==> config.mk <==
export PLATFORM = sky130hd
export DESIGN_NAME = hazard_control_unit_flat
export DESIGN_NICKNAME = d
export VERILOG_FILES = /design/src/rtl/hazard_control_unit_if.sv /design/src/rtl/hazard_control_unit.sv /design/src/flat_wrapper.sv
export SDC_FILE = /design/constraint.sdc
export NUM_CORES = 1
export LEC_CHECK = 0
export ABC_AREA = 1
export BUFFER_PORTS_ARGS = -buffer_cell sky130_fd_sc_hd__buf_2
export CAP_MARGIN = 20
export CORE_AREA = 4 4 41 43
export DETAILED_ROUTE_END_ITERATION = 12
export DIE_AREA = 0 0 45 47
export PLACE_DENSITY = 0.51
export SLEW_MARGIN = 20
export SYNTH_ARGS = -nofsm -noshare
export SYNTH_HDL_FRONTEND = slang
export SYNTH_SLANG_ARGS = --single-unit
==> constraint.sdc <==
create_clock -name clk -period 1.9 [get_ports clk]
set_clock_uncertainty 0.05 [all_clocks]
set_input_delay 0 -clock clk [delete_from_list [all_inputs] [get_ports clk]]
set_output_delay 0 -clock clk [all_outputs]
set_load 0.01 [all_outputs]
==> src/rtl/hazard_control_unit_if.sv <==
// Decode/execute hazard bus between the pipeline and hazard_control_unit.
// Optional macro STALL_COUNTER_EN adds the stall_cnt observation signal.
interface hazard_control_unit_if;
  localparam int unsigned REG_W   = 3;
  localparam int unsigned STATE_W = 2;
  localparam int unsigned CNT_W   = 16;

  logic [REG_W-1:0]   Rsrc1;
  logic [REG_W-1:0]   Rsrc2;
  logic               use_src1;
  logic               use_src2;
  logic [REG_W-1:0]   ex_Rdst;
  logic               ex_WB;
  logic               ex_mem_read;
  logic               branch_taken;
  logic               mem_busy;
  logic               pc_en;
  logic               ifid_en;
  logic               idex_en;
  logic               exmem_en;
  logic               idex_bubble;
  logic               ifid_flush;
  logic               idex_flush;
  logic [STATE_W-1:0] state;
`ifdef STALL_COUNTER_EN
  logic [CNT_W-1:0]   stall_cnt;
`endif

  modport master (
    output Rsrc1, Rsrc2, use_src1, use_src2, ex_Rdst, ex_WB, ex_mem_read,
    output branch_taken, mem_busy,
    input  pc_en, ifid_en, idex_en, exmem_en, idex_bubble, ifid_flush, idex_flush,
    input  state
`ifdef STALL_COUNTER_EN
    , input stall_cnt
`endif
  );

  modport slave (
    input  Rsrc1, Rsrc2, use_src1, use_src2, ex_Rdst, ex_WB, ex_mem_read,
    input  branch_taken, mem_busy,
    output pc_en, ifid_en, idex_en, exmem_en, idex_bubble, ifid_flush, idex_flush,
    output state
`ifdef STALL_COUNTER_EN
    , output stall_cnt
`endif
  );
endinterface

==> src/rtl/hazard_control_unit.sv <==
// Pipeline hazard controller: load-use stall, memory freeze and branch flush.
// Define STALL_COUNTER_EN to add a saturating count of pc-stalled cycles.
module hazard_control_unit (
  input  logic                 clk,
  input  logic                 rst,
  hazard_control_unit_if.slave bus
);
  localparam int unsigned CNT_W = 16;

  typedef enum logic [1:0] {
    RUN      = 2'b00,
    LU_STALL = 2'b01,
    MEM_WAIT = 2'b10,
    FLUSH    = 2'b11
  } state_e;

  state_e state_q, state_d;

  logic src1_hit_c, src2_hit_c, lu_hazard_c;
  logic pc_en_c, ifid_en_c, idex_en_c, exmem_en_c;
  logic idex_bubble_c, ifid_flush_c, idex_flush_c;

  assign src1_hit_c  = bus.use_src1 && (bus.Rsrc1 == bus.ex_Rdst);
  assign src2_hit_c  = bus.use_src2 && (bus.Rsrc2 == bus.ex_Rdst);
  assign lu_hazard_c = bus.ex_mem_read && bus.ex_WB && (src1_hit_c || src2_hit_c);

  // Next state and combinational pipeline controls
  always_comb begin
    state_d       = state_q;
    pc_en_c       = 1'b1;
    ifid_en_c     = 1'b1;
    idex_en_c     = 1'b1;
    exmem_en_c    = 1'b1;
    idex_bubble_c = 1'b0;
    ifid_flush_c  = 1'b0;
    idex_flush_c  = 1'b0;

    unique case (state_q)
      RUN, LU_STALL, MEM_WAIT: begin
        if (state_q == MEM_WAIT && bus.mem_busy) begin
          pc_en_c    = 1'b0;
          ifid_en_c  = 1'b0;
          idex_en_c  = 1'b0;
          exmem_en_c = 1'b0;
        end else if (bus.branch_taken) begin
          ifid_flush_c = 1'b1;
          idex_flush_c = 1'b1;
          state_d      = FLUSH;
        end else if (bus.mem_busy) begin
          pc_en_c    = 1'b0;
          ifid_en_c  = 1'b0;
          idex_en_c  = 1'b0;
          exmem_en_c = 1'b0;
          state_d    = MEM_WAIT;
        end else if (lu_hazard_c && state_q != LU_STALL) begin
          pc_en_c       = 1'b0;
          ifid_en_c     = 1'b0;
          idex_bubble_c = 1'b1;
          state_d       = LU_STALL;
        end else begin
          state_d = RUN;
        end
      end
      FLUSH: begin
        if (bus.mem_busy) begin
          pc_en_c    = 1'b0;
          ifid_en_c  = 1'b0;
          idex_en_c  = 1'b0;
          exmem_en_c = 1'b0;
        end else begin
          state_d = RUN;
        end
      end
      default: state_d = RUN;
    endcase

    // Reset holds the pipeline with a NOP in ID/EX
    if (rst) begin
      state_d       = RUN;
      pc_en_c       = 1'b0;
      ifid_en_c     = 1'b0;
      idex_en_c     = 1'b0;
      exmem_en_c    = 1'b0;
      idex_bubble_c = 1'b1;
      ifid_flush_c  = 1'b0;
      idex_flush_c  = 1'b0;
    end
  end

  always_ff @(posedge clk) begin
    if (rst) state_q <= RUN;
    else     state_q <= state_d;
  end

  assign bus.pc_en       = pc_en_c;
  assign bus.ifid_en     = ifid_en_c;
  assign bus.idex_en     = idex_en_c;
  assign bus.exmem_en    = exmem_en_c;
  assign bus.idex_bubble = idex_bubble_c;
  assign bus.ifid_flush  = ifid_flush_c;
  assign bus.idex_flush  = idex_flush_c;
  assign bus.state       = 2'(state_q);

`ifdef STALL_COUNTER_EN
  logic [CNT_W-1:0] stall_cnt_q, stall_cnt_d;

  // Saturating count of cycles where the PC is held outside reset
  always_comb begin
    stall_cnt_d = stall_cnt_q;
    if (!pc_en_c && stall_cnt_q != {CNT_W{1'b1}}) stall_cnt_d = stall_cnt_q + CNT_W'(1);
  end

  always_ff @(posedge clk) begin
    if (rst) stall_cnt_q <= '0;
    else     stall_cnt_q <= stall_cnt_d;
  end

  assign bus.stall_cnt = stall_cnt_q;
`endif
endmodule
==> src/flat_wrapper.sv <==
// flat-port wrapper written by rule: the top's interface ports become plain ports
module hazard_control_unit_flat 
  (clk, rst, bus_Rsrc1, bus_Rsrc2, bus_use_src1, bus_use_src2, bus_ex_Rdst, bus_ex_WB, bus_ex_mem_read, bus_branch_taken, bus_mem_busy, bus_pc_en, bus_ifid_en, bus_idex_en, bus_exmem_en, bus_idex_bubble, bus_ifid_flush, bus_idex_flush, bus_state);
  hazard_control_unit_if bus_i ();
  input  logic clk;
  input  logic rst;
  input wire logic [$bits(bus_i.Rsrc1)-1:0] bus_Rsrc1;
  input wire logic [$bits(bus_i.Rsrc2)-1:0] bus_Rsrc2;
  input wire logic [$bits(bus_i.use_src1)-1:0] bus_use_src1;
  input wire logic [$bits(bus_i.use_src2)-1:0] bus_use_src2;
  input wire logic [$bits(bus_i.ex_Rdst)-1:0] bus_ex_Rdst;
  input wire logic [$bits(bus_i.ex_WB)-1:0] bus_ex_WB;
  input wire logic [$bits(bus_i.ex_mem_read)-1:0] bus_ex_mem_read;
  input wire logic [$bits(bus_i.branch_taken)-1:0] bus_branch_taken;
  input wire logic [$bits(bus_i.mem_busy)-1:0] bus_mem_busy;
  output wire logic [$bits(bus_i.pc_en)-1:0] bus_pc_en;
  output wire logic [$bits(bus_i.ifid_en)-1:0] bus_ifid_en;
  output wire logic [$bits(bus_i.idex_en)-1:0] bus_idex_en;
  output wire logic [$bits(bus_i.exmem_en)-1:0] bus_exmem_en;
  output wire logic [$bits(bus_i.idex_bubble)-1:0] bus_idex_bubble;
  output wire logic [$bits(bus_i.ifid_flush)-1:0] bus_ifid_flush;
  output wire logic [$bits(bus_i.idex_flush)-1:0] bus_idex_flush;
  output wire logic [$bits(bus_i.state)-1:0] bus_state;
  assign bus_i.Rsrc1 = bus_Rsrc1;
  assign bus_i.Rsrc2 = bus_Rsrc2;
  assign bus_i.use_src1 = bus_use_src1;
  assign bus_i.use_src2 = bus_use_src2;
  assign bus_i.ex_Rdst = bus_ex_Rdst;
  assign bus_i.ex_WB = bus_ex_WB;
  assign bus_i.ex_mem_read = bus_ex_mem_read;
  assign bus_i.branch_taken = bus_branch_taken;
  assign bus_i.mem_busy = bus_mem_busy;
  assign bus_pc_en = bus_i.pc_en;
  assign bus_ifid_en = bus_i.ifid_en;
  assign bus_idex_en = bus_i.idex_en;
  assign bus_exmem_en = bus_i.exmem_en;
  assign bus_idex_bubble = bus_i.idex_bubble;
  assign bus_ifid_flush = bus_i.ifid_flush;
  assign bus_idex_flush = bus_i.idex_flush;
  assign bus_state = bus_i.state;
  hazard_control_unit u_core (.clk(clk), .rst(rst), .bus(bus_i));
endmodule
Yosys cells after proc, flatten, opt, wreduce, memory -nomap -nowiden
Index checks and enable logic that the tools add are counted.
{"block": "word_totals", "elab_cells": 46, "out_inout_bits": 9, "register_bits": 2}
{"block": "op_classes", "n_eq_ne": 8, "muxes": 27, "reduce_logical": 10}
{"cell": "$mux W1", "count": 20}
{"cell": "$mux W2", "count": 4}
{"cell": "$eq A3 B3 Y1", "count": 2}
{"cell": "$logic_and A1 B1 Y1", "count": 6}
{"cell": "$eq A2 B2 Y1 const B", "count": 2}
{"cell": "$ne A2 B2 Y1 const B", "count": 2}
{"cell": "$pmux W1 S2", "count": 2}
{"cell": "$pmux W2 S2", "count": 1}
{"cell": "$reduce_or A3 Y1", "count": 1}
{"cell": "$eq A2 B1 Y1 const B", "count": 1}
{"cell": "$logic_not A2 Y1", "count": 1}
{"cell": "$ne A2 B1 Y1 const B", "count": 1}
{"cell": "$reduce_and A2 Y1", "count": 1}
{"cell": "$logic_or A1 B1 Y1", "count": 1}

Longest topological paths before layout
{"block": "depth", "ltp_word": 11, "mapped_depth": 10, "depth_no_buf": 9}

Worst setup path before layout
OpenSTA, ideal clock, no wires.
{"block": "synth_path", "path_kind": "flip-flop to output port", "startpoint": "register u_core.state_q[1], in the netlist u_core.bus.state[1]", "endpoint": "output port bus_pc_en", "stages_incl_launch_ff": 9, "arrival_ns": 1.139, "setup_slack_ns": 0.711, "t_required_ns": 1.850, "cell_sequence": "dfxtp_1 nand2_1 nand2_1 nor2_1 inv_1 nor2_1 inv_1 nand2_1 buf_4"}
{"block": "synth_via", "elab_chain_len": 8, "elab_cells_between_ends": 14}
{"element": "from (decl)", "line_no": "hazard_control_unit.sv:17", "rtl": "state_e state_q, state_d;"}
{"element": "from (signal assigned)", "line_no": "hazard_control_unit.sv:92", "rtl": "else state_q <= state_d;"}
{"element": "$ne A2 B1 Y1", "line_no": "hazard_control_unit.sv:55", "rtl": "end else if (lu_hazard_c && state_q != LU_STALL) begin"}
{"element": "$logic_and A1 B1 Y1", "line_no": "hazard_control_unit.sv:55"}
{"element": "$mux W1 (4 in series)"}
{"element": "$pmux W1 S2 *"}
{"element": "$mux W1 *"}
{"element": "to (decl)", "line_no": "flat_wrapper.sv:16", "rtl": "output wire logic [$bits(bus_i.pc_en)-1:0] bus_pc_en;"}
Mark *: on every way between the ends. The rest lies on a longest branch, timed or not.

Worst setup path after layout
{"block": "layout_path", "startpoint": "register u_core.state_q[1], in the netlist u_core.bus.state[1]", "endpoint": "output port bus_ifid_en"}
{"block": "layout_via", "elab_chain_len": 8, "elab_cells_between_ends": 14}
{"element": "$ne A2 B1 Y1", "line_no": "hazard_control_unit.sv:55"}
{"element": "$logic_and A1 B1 Y1", "line_no": "hazard_control_unit.sv:55"}
{"element": "$mux W1", "line_no": "hazard_control_unit.sv:55"}
{"element": "$mux W1", "line_no": "hazard_control_unit.sv:49", "rtl": "end else if (bus.mem_busy) begin"}
{"element": "$mux W1", "line_no": "hazard_control_unit.sv:45", "rtl": "end else if (bus.branch_taken) begin"}
{"element": "$mux W1", "line_no": "hazard_control_unit.sv:40", "rtl": "if (state_q == MEM_WAIT && bus.mem_busy) begin"}
{"element": "$pmux W1 S2 *", "line_no": "hazard_control_unit.sv:38", "rtl": "unique case (state_q)"}
{"element": "$mux W1 *", "line_no": "hazard_control_unit.sv:78", "rtl": "if (rst) begin"}
{"element": "to (decl)", "line_no": "flat_wrapper.sv:17", "rtl": "output wire logic [$bits(bus_i.ifid_en)-1:0] bus_ifid_en;"}
Marked as above.

==> metrics.txt <==
min cycle time layout=1.24 ns; CTS resizes=0; grt met3 use=around 2.7%; WHS=0.0364 ns; pins over their slew limit=0; final estimated routing congestion in global placement=0.728; gr ovfl total=0; HPWL after DPL=664 um; Mapped Cells=61; highest clock rate=about 800 MHz; area leader, netlist=nand2_1; Critical Path Source Type=flip-flop; die area=0.00212 mm^2; Max Root-Sink Buffers=2; CTS tree=done; RSZ-0062 raised after global routing=false; Hold Violations, Final=0; H-tree depth=1; Cell variety after synth=14; max reg flops=2; clock sink count=2; Worst setup EP type=output port; FP Rows=13; Synth Register Bits=2; worst setup margin=0.660 ns; CTS Root Cell=clkbuf_4; status=finished clean; cell breakdown of the critical path=nand2_1, nand2_1, nor2_1, inv_1, nor2_1, inv_1, nand2_1, buf_2; synth cell count leaders=23 x nand2_1, 13 x inv_1, 9 x nor2_1; Netlist Area Pre-Place=302 um^2; fin area=around 460 um^2; DP Area=423 um^2; Clock Pin Slew Worst Setup and Hold Paths=0.03 ns; routed wire length=751 um; total CTS buffers=3; Final Non-Filler Cells=102; hold_buf cts=1; worst-margin pin slew=0.160 ns; asr flop ratio synth=0%; nets=106; Top FF cell, synth=dfxtp_1; Top-Level Pins=26; routed via count=between 300 and 400; WP data arrival=1.19 ns; fraction of layout cells with a size suffix above 1=roughly two fifths; Required @ worst endpoint=1.85 ns; postcts setup bufs=0; HP Class=primary input to flip-flop; Setup violations, final=0; post-placement cell count=98; DR DRC count=0; kind of critical path=flip-flop to output port; Pre-antenna DRT Iters=4; Antenna Cells=0; P per Cell Area=~500 mW/mm^2; WL/cell=approximately 7.4 um; final core occ=35.0%; final worst path period share=65.3%; Total Power=0.222 mW; first-pass GRT wire length=between 1000 and 1500 um; Peak supply drop=189 uV; Most Frequent Cell on Critical Path=nand2_1; Slew headroom=89.3%; Pleak=0.308 nW; Port-buffer cells=25; post-route ant nets=0; die width=45 um; initial antenna violation count=0; cell with the most instances after synthesis=nand2_1; core area=about 0.0013 mm^2; Via-to-Cell Ratio=3.76; Synth top area share=28.6%; critical path's slowest cell=dfxtp_1; worst-path fanout max=3; number of global-route vias before repair=299; Syn Area/Cell=4.94 um^2; Max-cap violations=0; Yosys warning total=0; number of flops mapped to enable cells by yosys=0; die height=roughly 47 um; met2 Usage GRT=a little over a tenth; initial core utilization=23.2%; setup TNS=0 ns; Mapped Nets=78; Clk Latency, worst-skew pair=0.22 ns; gr usage total=under 10%; Worst path max stage delay=0.31 ns; sequential-to-total area share from yosys stat=13.3%; Synth area leaders=nand2_1 29%, inv_1 16%, dfxtp_1 13%; DP Worst Slack=0.870 ns; P&R area growth vs syn=51.0%; global routing met1 resource utilization=8.60%; DR iter-0 viols=3; largest net degree at the start of global routing=6; most used routing layer=met2
==> final timing paths <==
| check | start | slack, ns | end | cells after the start |
|---|---|---|---|---|
| min reg2reg | u_core.bus.state[0]$_SDFFE_PP0P_ | 0.54 | u_core.bus.state[0]$_SDFFE_PP0P_ | 3 |
| max reg2reg | u_core.bus.state[1]$_SDFFE_PP0P_ | 0.94 | u_core.bus.state[0]$_SDFFE_PP0P_ | 7 |
| min | bus_branch_taken | 0.04 | u_core.bus.state[1]$_SDFFE_PP0P_ | 3 |
| max | u_core.bus.state[1]$_SDFFE_PP0P_ | 0.66 | bus_ifid_en | 8 |
==> worst max-delay path, delay by kind of cell, from the launching register on <==
family / cells / cell delay [ns]
AND/OR/NAND/NOR: 5 / 0.42
buffers and inverters: 3 / 0.22
flip-flops: 1 / 0.31
==> power breakdown <==
| group | switching, mW | leakage (nW) | total (mW) | internal (mW) |
|---|---|---|---|---|
| Sequential | 0.00201 | 0.0167 | 0.0475 | 0.0454 |
| Combinational | 0.0450 | 0.278 | 0.0823 | 0.0373 |
| Clock | 0.0229 | 0.0138 | 0.0925 | 0.0696 |
==> kinds of logic (layout without fill, tap and decap cells) <==
group / after synthesis / count (layout) / synth area share [%]
AND/OR/NAND/NOR: 37 / 37 / 51.0
buffers and inverters: 17 / 43 / 24.9
AO/OA/AOI/OAI: 5 / 5 / 10.8
flip-flops: 2 / 2 / 13.3
==> layout by cell type, fill, tap and decap left out, drive strengths merged <==
master | Yosys | layout
buf | 3 | 25
nand2 | 25 | 25
inv | 14 | 14
nor2 | 10 | 10
clkbuf | 0 | 3
o21ai | 3 | 3
dfxtp | 2 | 2
nand3 | 2 | 2
a21oi | 2 | 2
dlygate4sd3 | 0 | 1
==> routing by layer <==
layer / vias to the layer above / part of all wire (%)
met3: 0 / 9.9
met5: - / 0
met1: 146 / 40
li1: 226 / -
met4: 0 / 0
met2: 12 / 50
==> cell type report <==
| class | instances | area (um^2) |
|---|---|---|
| Timing Repair Buffer | 26 | 135 |
| Tap cell | 15 | 18.8 |
| Fill cell | 158 | 846 |
| Multi-Input combinational cell | 42 | 186 |
| Inverter | 14 | 52.6 |
| Clock buffer | 3 | 22.5 |
| Sequential cell | 2 | 40.0 |
No activity file was read; power rests on OpenSTA's default activity.
